--- src/rtl/cpu_mem_pkg.sv ---
// Shared definitions for the instruction memory and its loader.
//   INSTR_W        : instruction word width in bits
//   BYTES_PER_WORD : program bytes per instruction word
//   state_e        : loader FSM states
//   word_addr()    : byte address of a word index, also used by the memory's read path
package cpu_mem_pkg;

  localparam int unsigned INSTR_W        = 32;
  localparam int unsigned BYTES_PER_WORD = 4;

  typedef enum logic [2:0] {
    StIdle,
    StClear,
    StRecv,
    StWrite,
    StDone
  } state_e;

  function automatic logic [INSTR_W-1:0] word_addr(input logic [INSTR_W-1:0] idx);
    return idx << 2;
  endfunction

endpackage

--- src/rtl/byte_packer.sv ---
// Assembles a big-endian byte stream into 32-bit words.
// Ports:
//   clk_i, rst_i  : clock, synchronous active-high reset
//   clear_i       : drop any partial word
//   push_i        : byte_i is consumed this cycle
//   last_i        : byte_i is the final program byte (ends the word early)
//   byte_i        : incoming byte
//   word_o        : word including byte_i, zero-padded below byte_i
//   word_full_o   : byte_i is the 4th byte of the current word
module byte_packer
  import cpu_mem_pkg::*;
(
  input  logic               clk_i,
  input  logic               rst_i,
  input  logic               clear_i,
  input  logic               push_i,
  input  logic               last_i,
  input  logic [7:0]         byte_i,
  output logic [INSTR_W-1:0] word_o,
  output logic               word_full_o
);

  logic [23:0] shift_q;
  logic [1:0]  idx_q;

  // word_o already contains the current byte so the writer can register it
  // on the same edge the byte is accepted.
  always_comb begin
    word_o = '0;
    unique case (idx_q)
      2'd0:    word_o = {byte_i, 24'h0};
      2'd1:    word_o = {shift_q[7:0], byte_i, 16'h0};
      2'd2:    word_o = {shift_q[15:0], byte_i, 8'h0};
      default: word_o = {shift_q, byte_i};
    endcase
  end

  assign word_full_o = (idx_q == 2'(BYTES_PER_WORD - 1));

  always_ff @(posedge clk_i) begin
    if (rst_i || clear_i) begin
      shift_q <= '0;
      idx_q   <= '0;
    end else if (push_i) begin
      if (word_full_o || last_i) begin
        shift_q <= '0;
        idx_q   <= '0;
      end else begin
        shift_q <= {shift_q[15:0], byte_i};
        idx_q   <= idx_q + 2'd1;
      end
    end
  end

endmodule

--- src/rtl/instr_mem_loader.sv ---
// Loads a program into the instruction memory from a byte stream.
// Zero-fills the memory, then writes assembled big-endian words to consecutive
// addresses while holding the CPU in reset.
// Ports:
//   clk_i, rst_i         : clock, synchronous active-high reset
//   start_i              : begin a load (honoured in idle/done only)
//   byte_i/_valid_i/_last_i, byte_ready_o : byte stream handshake
//   wr_en_o/_addr_o/_data_o : instruction memory write port
//   cpu_hold_o           : keep CPU in reset
//   done_o               : load complete
//   err_align_o          : final byte did not complete a word (sticky)
//   err_ovf_o            : program larger than memory (sticky)
//   words_o              : program words written
module instr_mem_loader
  import cpu_mem_pkg::*;
#(
  parameter int unsigned MEM_WORDS = 32,
  parameter int unsigned CNT_W     = $clog2(MEM_WORDS) + 1
) (
  input  logic               clk_i,
  input  logic               rst_i,
  input  logic               start_i,
  input  logic [7:0]         byte_i,
  input  logic               byte_valid_i,
  input  logic               byte_last_i,
  output logic               byte_ready_o,
  output logic               wr_en_o,
  output logic [INSTR_W-1:0] wr_addr_o,
  output logic [INSTR_W-1:0] wr_data_o,
  output logic               cpu_hold_o,
  output logic               done_o,
  output logic               err_align_o,
  output logic               err_ovf_o,
  output logic [CNT_W-1:0]   words_o
);

  localparam logic [CNT_W-1:0] MemWordsC = CNT_W'(MEM_WORDS);

  state_e               state_q;
  logic [CNT_W-1:0]     clr_idx_q;
  logic [CNT_W-1:0]     word_idx_q;
  logic                 ready_q;
  logic                 wr_en_q;
  logic [INSTR_W-1:0]   wr_addr_q;
  logic [INSTR_W-1:0]   wr_data_q;
  logic                 hold_q;
  logic                 done_q;
  logic                 err_align_q;
  logic                 err_ovf_q;
  logic                 last_word_q;

  logic                 start_ok;
  logic                 draining;
  logic                 accept;
  logic                 push;
  logic [INSTR_W-1:0]   word;
  logic                 word_full;

  assign start_ok = start_i && ((state_q == StIdle) || (state_q == StDone));
  // Memory full: remaining bytes are accepted and discarded.
  assign draining = (word_idx_q == MemWordsC);
  assign accept   = (state_q == StRecv) && byte_valid_i && ready_q;
  assign push     = accept && !draining;

  byte_packer u_byte_packer (
    .clk_i       (clk_i),
    .rst_i       (rst_i),
    .clear_i     (start_ok),
    .push_i      (push),
    .last_i      (byte_last_i),
    .byte_i      (byte_i),
    .word_o      (word),
    .word_full_o (word_full)
  );

  always_ff @(posedge clk_i) begin
    if (rst_i) begin
      state_q     <= StIdle;
      clr_idx_q   <= '0;
      word_idx_q  <= '0;
      ready_q     <= 1'b0;
      wr_en_q     <= 1'b0;
      wr_addr_q   <= '0;
      wr_data_q   <= '0;
      hold_q      <= 1'b0;
      done_q      <= 1'b0;
      err_align_q <= 1'b0;
      err_ovf_q   <= 1'b0;
      last_word_q <= 1'b0;
    end else begin
      case (state_q)
        StIdle, StDone: begin
          if (start_ok) begin
            // First clear write (k=0) is issued straight away.
            state_q     <= StClear;
            hold_q      <= 1'b1;
            done_q      <= 1'b0;
            err_align_q <= 1'b0;
            err_ovf_q   <= 1'b0;
            word_idx_q  <= '0;
            clr_idx_q   <= CNT_W'(1);
            last_word_q <= 1'b0;
            wr_en_q     <= 1'b1;
            wr_addr_q   <= '0;
            wr_data_q   <= '0;
          end
        end
        StClear: begin
          if (clr_idx_q == MemWordsC) begin
            state_q <= StRecv;
            wr_en_q <= 1'b0;
            ready_q <= 1'b1;
          end else begin
            wr_addr_q <= word_addr(INSTR_W'(clr_idx_q));
            clr_idx_q <= clr_idx_q + CNT_W'(1);
          end
        end
        StRecv: begin
          if (accept) begin
            if (draining) begin
              err_ovf_q <= 1'b1;
              if (byte_last_i) begin
                state_q <= StDone;
                ready_q <= 1'b0;
                hold_q  <= 1'b0;
                done_q  <= 1'b1;
              end
            end else if (word_full || byte_last_i) begin
              state_q     <= StWrite;
              ready_q     <= 1'b0;
              wr_en_q     <= 1'b1;
              wr_addr_q   <= word_addr(INSTR_W'(word_idx_q));
              wr_data_q   <= word;
              last_word_q <= byte_last_i;
              if (byte_last_i && !word_full) begin
                err_align_q <= 1'b1;
              end
            end
          end
        end
        StWrite: begin
          wr_en_q    <= 1'b0;
          word_idx_q <= word_idx_q + CNT_W'(1);
          if (last_word_q) begin
            state_q <= StDone;
            hold_q  <= 1'b0;
            done_q  <= 1'b1;
          end else begin
            state_q <= StRecv;
            ready_q <= 1'b1;
          end
        end
        default: state_q <= StIdle;
      endcase
    end
  end

  assign byte_ready_o = ready_q;
  assign wr_en_o      = wr_en_q;
  assign wr_addr_o    = wr_addr_q;
  assign wr_data_o    = wr_data_q;
  assign cpu_hold_o   = hold_q;
  assign done_o       = done_q;
  assign err_align_o  = err_align_q;
  assign err_ovf_o    = err_ovf_q;
  // Writes stop at MEM_WORDS, so the word index saturates there on its own.
  assign words_o      = word_idx_q;

endmodule

--- config.mk ---
export PLATFORM = sky130hd
export DESIGN_NAME = instr_mem_loader
export DESIGN_NICKNAME = d
export VERILOG_FILES = /design/src/rtl/cpu_mem_pkg.sv /design/src/rtl/byte_packer.sv /design/src/rtl/instr_mem_loader.sv
export SDC_FILE = /design/constraint.sdc
export NUM_CORES = 1
export LEC_CHECK = 0
export ABC_AREA = 0
export BUFFER_PORTS_ARGS = -buffer_cell sky130_fd_sc_hd__buf_4
export CAP_MARGIN = 20
export CORE_MARGIN = 10
export CORE_UTILIZATION = 57
export CTS_BUF_LIST = sky130_fd_sc_hd__clkbuf_8
export DETAILED_ROUTE_END_ITERATION = 10
export PLACE_DENSITY = 0.83
export SLEW_MARGIN = 20
export SYNTH_ARGS = -nofsm -noshare
export SYNTH_HDL_FRONTEND = slang
export SYNTH_SLANG_ARGS = --single-unit
--- constraint.sdc ---
create_clock -name clk_i -period 2.24 [get_ports clk_i]
set_input_delay 0.56 -clock clk_i [delete_from_list [all_inputs] [get_ports clk_i]]
set_output_delay 0.56 -clock clk_i [all_outputs]
set_load 0.02 [all_outputs]
### After elaboration in Yosys (flattened, before gate mapping)

Cells that the tools add are included.

| storage, ports and cells | value |
|---|---|
| flip-flop bits (word level) | 112 |
| latch bits | 0 |
| bits in writable memories | 0 |
| ROM bits | 0 |
| bits of input ports | 13 |
| output and inout bits | 76 |
| logic and storage cells | 130 |
| memories kept | 0 |

| operators by class | value |
|---|---|
| $add $sub $neg | 3 |
| multiply operators | 0 |
| div/mod/pow operators | 0 |
| order comparisons | 0 |
| equal/unequal tests | 22 |
| shifts and indexed selects | 0 |
| multiplexer cells | 61 |
| bitwise gates (word level) | 0 |
| reduce and logical (&&, ||, !) cells | 30 |

Operator list:

| cell | number |
|---|---|
| $mux 32 | 8 |
| $pmux 32 s3 | 2 |
| $pmux 32 s2 | 1 |
| $reduce_and 6->1 | 5 |
| $mux 1 | 28 |
| $mux 24 | 1 |
| $pmux 6 s2 | 2 |
| $mux 3 | 7 |
| $mux 6 | 3 |
| $ne 2x2->1 const B | 8 |
| $add 6x1->6 const B | 2 |
| $eq 6x6->1 const B | 2 |
| $pmux 3 s4 | 1 |
| $reduce_and 5->1 | 2 |
| $pmux 1 s3 | 3 |
| $reduce_bool 3->1 | 3 |
| $eq 3x2->1 const B | 2 |
| $ne 2x1->1 const B | 3 |
| $pmux 1 s2 | 3 |
| $reduce_bool 2->1 | 3 |
| $logic_and 1x1->1 | 5 |
| $eq 2x2->1 const B | 2 |
| $pmux 1 s4 | 1 |
| $reduce_and 4->1 | 1 |
| 15 further kinds | 18 |

### Logic depth before layout (Yosys ltp)

| depth | value |
|---|---|
| depth after elaboration | 8 |
| gate-level depth with buffers | 8 |
| gate-level depth less buffers | 7 |

### By module

A second synthesis with hierarchy kept.

| unflattened totals | value |
|---|---|
| cell total of the unflattened synthesis | 493 |
| area, all modules | 4309.1 um^2 |

Modules (own cells, without submodules):

| module | instances | cells an instance | area an instance (um^2) | seq. area each (um^2) |
|---|---|---|---|---|
| instr_mem_loader | 1 | 342 | 2880.3 | 1201.2 |
| byte_packer | 1 | 151 | 1428.9 | 520.5 |

### Least setup slack after synthesis

No wires, ideal clock.

| timing | value |
|---|---|
| path type | register to register |
| start | reg word_idx_q[0] (netlist: words_o[0]) |
| end | reg wr_addr_q[2] (netlist: wr_addr_o[2]) |
| setup time | 80 ps |
| data arrival time | 1921 ps |
| data required time | 2160 ps |
| setup slack | 239 ps |
| stages on the path, launching flop included | 9 |
| buffers on the path | 1 |
| clock period less this slack | 2001 ps |
| cells stage by stage | dfxtp_1 inv_1 ha_1 nand4bb_2 o22ai_1 a222oi_1 buf_6 nor2_2 a211oi_2 |

| between the ends | value |
|---|---|
| word-level cells in the longest chain between the ends | 4 |
| elaborated cells on any way between the ends | 7 |
| those cells by class | eq/ne: 2; mux: 4; reduce/logical: 1 |

Ends and longest elaborated chain:

| element | line | text |
|---|---|---|
| start, declared | instr_mem_loader.sv:41 | `logic [CNT_W-1:0] word_idx_q;` |
| start signal, assigned | instr_mem_loader.sv:143 | `word_idx_q <= word_idx_q + CNT_W'(1);` |
| parallel branches: the longest is 4 deep, another holds $eq 6x6->1 | - |  |
| end signal, assigned | instr_mem_loader.sv:114 | `wr_addr_q <= word_addr(INSTR_W'(clr_idx_q));` |
| end signal, assigned | instr_mem_loader.sv:132 | `wr_addr_q <= word_addr(INSTR_W'(word_idx_q));` |
| end, declared | instr_mem_loader.sv:44 | `logic [INSTR_W-1:0] wr_addr_q;` |

Parallel ways; which one is timed is not known. The select of a mux whose other input is x is not followed.
A chain may end at the register's enable or synchronous reset.

### Final worst setup path

| timing | value |
|---|---|
| start | reg word_idx_q[0] (netlist: words_o[0]) |
| end | reg wr_addr_q[4] (netlist: wr_addr_o[4]) |

| between the ends | value |
|---|---|
| word-level cells in the longest chain between the ends | 3 |

Ends and longest elaborated chain:

| element | line | text |
|---|---|---|
| $eq 6x6->1 | instr_mem_loader.sv:61 | `assign draining = (word_idx_q == MemWordsC);` |
| $ne 2x2->1 (no line) | - |  |
| $reduce_and 6->1 (no line) | - |  |

No other way between the ends.

==> impl_metrics.yaml <==
yosys:
  synthFlopType: "dfxtp_1"
  synth_compound_area_share_pct: 23.39
  synthCells: 533
  synthSimpleGateAreaFrac_pct: 22.46
  synth_most_common_cell: "nand2_1"
  synth_top_area_share_pct: 40.23
  synth_fa_ha_area_share_pct: 2.339
  ys_ff_latch: 86
  synth_area_leader_cell: "dfxtp_1"
  seq_area_frac_synth_pct: 40.23
  synth_edf_count: 0
  synth_cell_types: 54
  synth_top_family_by_area: "compound AO/OA/AOI/OAI gates"
  ys_warn_count: 0
  synth_area_um2: 4279
  synth_common_cells: "nand2_1 (90), dfxtp_1 (86), a21oi_1 (63)"
  avgSynthCellArea_um2: 8.028
  synth-async-reset-ratio_pct: 0
  synthMuxAreaShare_pct: 0.4971
  synth_xor_area_share_pct: 0.6140
  netlist_top_cells_area: "dfxtp_1 (40%), nand2_1 (7.9%), a21oi_1 (7.4%)"
final_layout:
  antennaDiodeCount: 0
  multi_input_area_um2: 2212
  n_fill_cell: 619
  fin_nets: 599
  final_area_um2: 4965
  area_growth_syn_to_layout_pct: 16.02
  drive_above_1_share_pct: 19.24
  seqCellArea_um2: 1722
route:
  drtIter0Drc: 423
  vias: 4081
  wire_per_inst_um: 17.31
  routed_wl_mm: 11.79
  drc: 0
  antenna_left: 0
  first_pass_iters: 8
  viasPerCell: 5.993
die:
  start_util_pct: 58.68
  rows: 31
  die_area_um2: 11370
  die_height_um: 106.6
  io_pins: 89
  core_um2: 7292
  die-width_um: 106.6
cts:
  htreeDepth: 3
  clockBufferDepth: 2
  cts_tree: "built"
  clk-insertion-delay-late_ns: 0.36
  hold_buffers: 0
  postCtsResizedCells: 0
  root_buffer: "clkbuf_8"
  cts_buffers: 9
  clk_pin_slew_worst_paths_ns: 0.08
  clock-sinks: 86
  postCtsSetupBuffers: 0
power:
  netSwitchingPower_uw: 756.3
  p_int_uw: 2359
  p_clk_share_pct: 41.3
  pwr-share-seq_pct: 50.0
  power_frac_comb_pct: 8.7
  switching_share_pct: 24.28
  p_leak_uw: 0.001870
  vdd_drop_max_mv: 0.3397
  power.density_nw_per_um2: 627.4
timing:
  slew_headroom_pct: 44.17
  rsz0062_at_grt: "false"
  setup_ws_ns: 0.2380
  clock.fmax_mhz: 499.5
  tns_ns: 0
  period_needed_ns: 2.002
  worstMarginPinSlew_ns: 0.8375
  finalSetupViolCount: 0
  slew_viol_final: 0
  finClkSkew_ns: 0.01230
  timing.final.crit_share_pct: 89.38
  final-hold-violation-count: 0
setup_path:
  cp_max_fo: 12
  worst-endpoint-required_ns: 2.52
  cp-start-kind: "flop"
  critPathCaptureType: "flop"
  worst_ep_arrival_time_ns: 2.28
  crit_type: "reg -> reg"
global_routing:
  antenna_found_initial: 0
  grt_max_degree: 35
  grt_pass1_vias: 3942
  grt_pass1_wl_mm: 19.36
  grt_overflow_total: 0
  grt_usage_pct: 20.42
worst_hold_path:
  hp-class: "reg -> reg"
place:
  postPlaceCellArea_um2: 4730
  globalplace.congestion: 0.9082
  detailedPlace.worstSlack_ns: 0.1902
  hpwl_mm: 8.075
  numPortBuffers: 62
run:
  max_cap_viol_count: 0
run_status:
  status: "finished, final reports clean"
[flip-flops by register name, indices dropped and copies added, names as in the netlist, 2 cells and up]
name                   flops
state_q                    3
wr_addr_o                  6
wr_data_o                 32
words_o                    6
u_byte_packer.idx_q        2
clr_idx_q                  6
u_byte_packer.shift_q     24
[per-layer routing]
layer,track usage [%],wire [um]
met3,7.006,1198
met1,23.79,4657
met4,8.801,202
met5,0,0
met2,33.41,5731
[cell families after synthesis]
family	Yosys count
simple gates	204
compound gates	147
flops	86
buf+inv	82
fa+ha+maj	8
xor+xnor	3
mux	2
other cells	1
[stage by stage]
step           instances  hold slack, ns  utilization [%]  power, uW
2_1_floorplan        558          0.4319                -       1808
3_3_place_gp         666          0.4415            64.86       1850
3_5_place_dp         666          0.4475            64.86       1857
4_1_cts              681          0.4591            68.09       3129
5_1_grt              681          0.4681            68.09       3211
6_report             681          0.4602            68.09       3115
[final cells by class]
class	instances	area share [%]
repair buffers	78	12.55
multi-input cells	390	44.56
clock inverters	6	2.243
flip-flops and latches	86	34.68
well taps	99	2.495
inverters	13	0.9829
clock buffers	9	2.495
[power groups by stage]
stage	Sequential (uW)	Combinational, uW	Clock, uW
2_1_floorplan	1600	207	0
3_3_place_gp	1590	257	0
3_5_place_dp	1590	264	0
4_1_cts	1560	264	1310
5_1_grt	1560	292	1360
6_report	1560	270	1290
[layout by cell type, fill, tap and decap left out, types with 10 or more instances in the layout]
| cell type | n |
|---|---|
| o21ai_0 | 16 |
| nand3b_1 | 10 |
| o2111ai_1 | 16 |
| nor2_1 | 23 |
| dfxtp_1 | 86 |
| buf_4 | 75 |
| a21oi_1 | 63 |
| conb_1 | 26 |
| inv_1 | 11 |
| nand2_1 | 90 |
| nand3_1 | 50 |
[final timing paths]
check,from,endpoint,slack (ns),depth (start not counted)
setup / recovery,words_o[0]$_SDFFE_PP0P_,wr_addr_o[4]$_SDFFE_PP0P_,0.24,8
hold / removal,wr_data_o[18]$_SDFFE_PP0P_,wr_data_o[18]$_SDFFE_PP0P_,0.46,2
setup reg to reg,words_o[0]$_SDFFE_PP0P_,wr_addr_o[4]$_SDFFE_PP0P_,0.24,8
hold reg to reg,wr_data_o[18]$_SDFFE_PP0P_,wr_data_o[18]$_SDFFE_PP0P_,0.46,2
[critical path: stages (launching register included)]
cell,delay [ns]
dfxtp_1,0.43
inv_1,0.09
ha_1,0.23
nand4bb_2,0.15
o22ai_1,0.13
a222oi_1,0.37
buf_4,0.28
nor2_1,0.06
a211oi_1,0.19
Power figures use the tool's default switching activity.
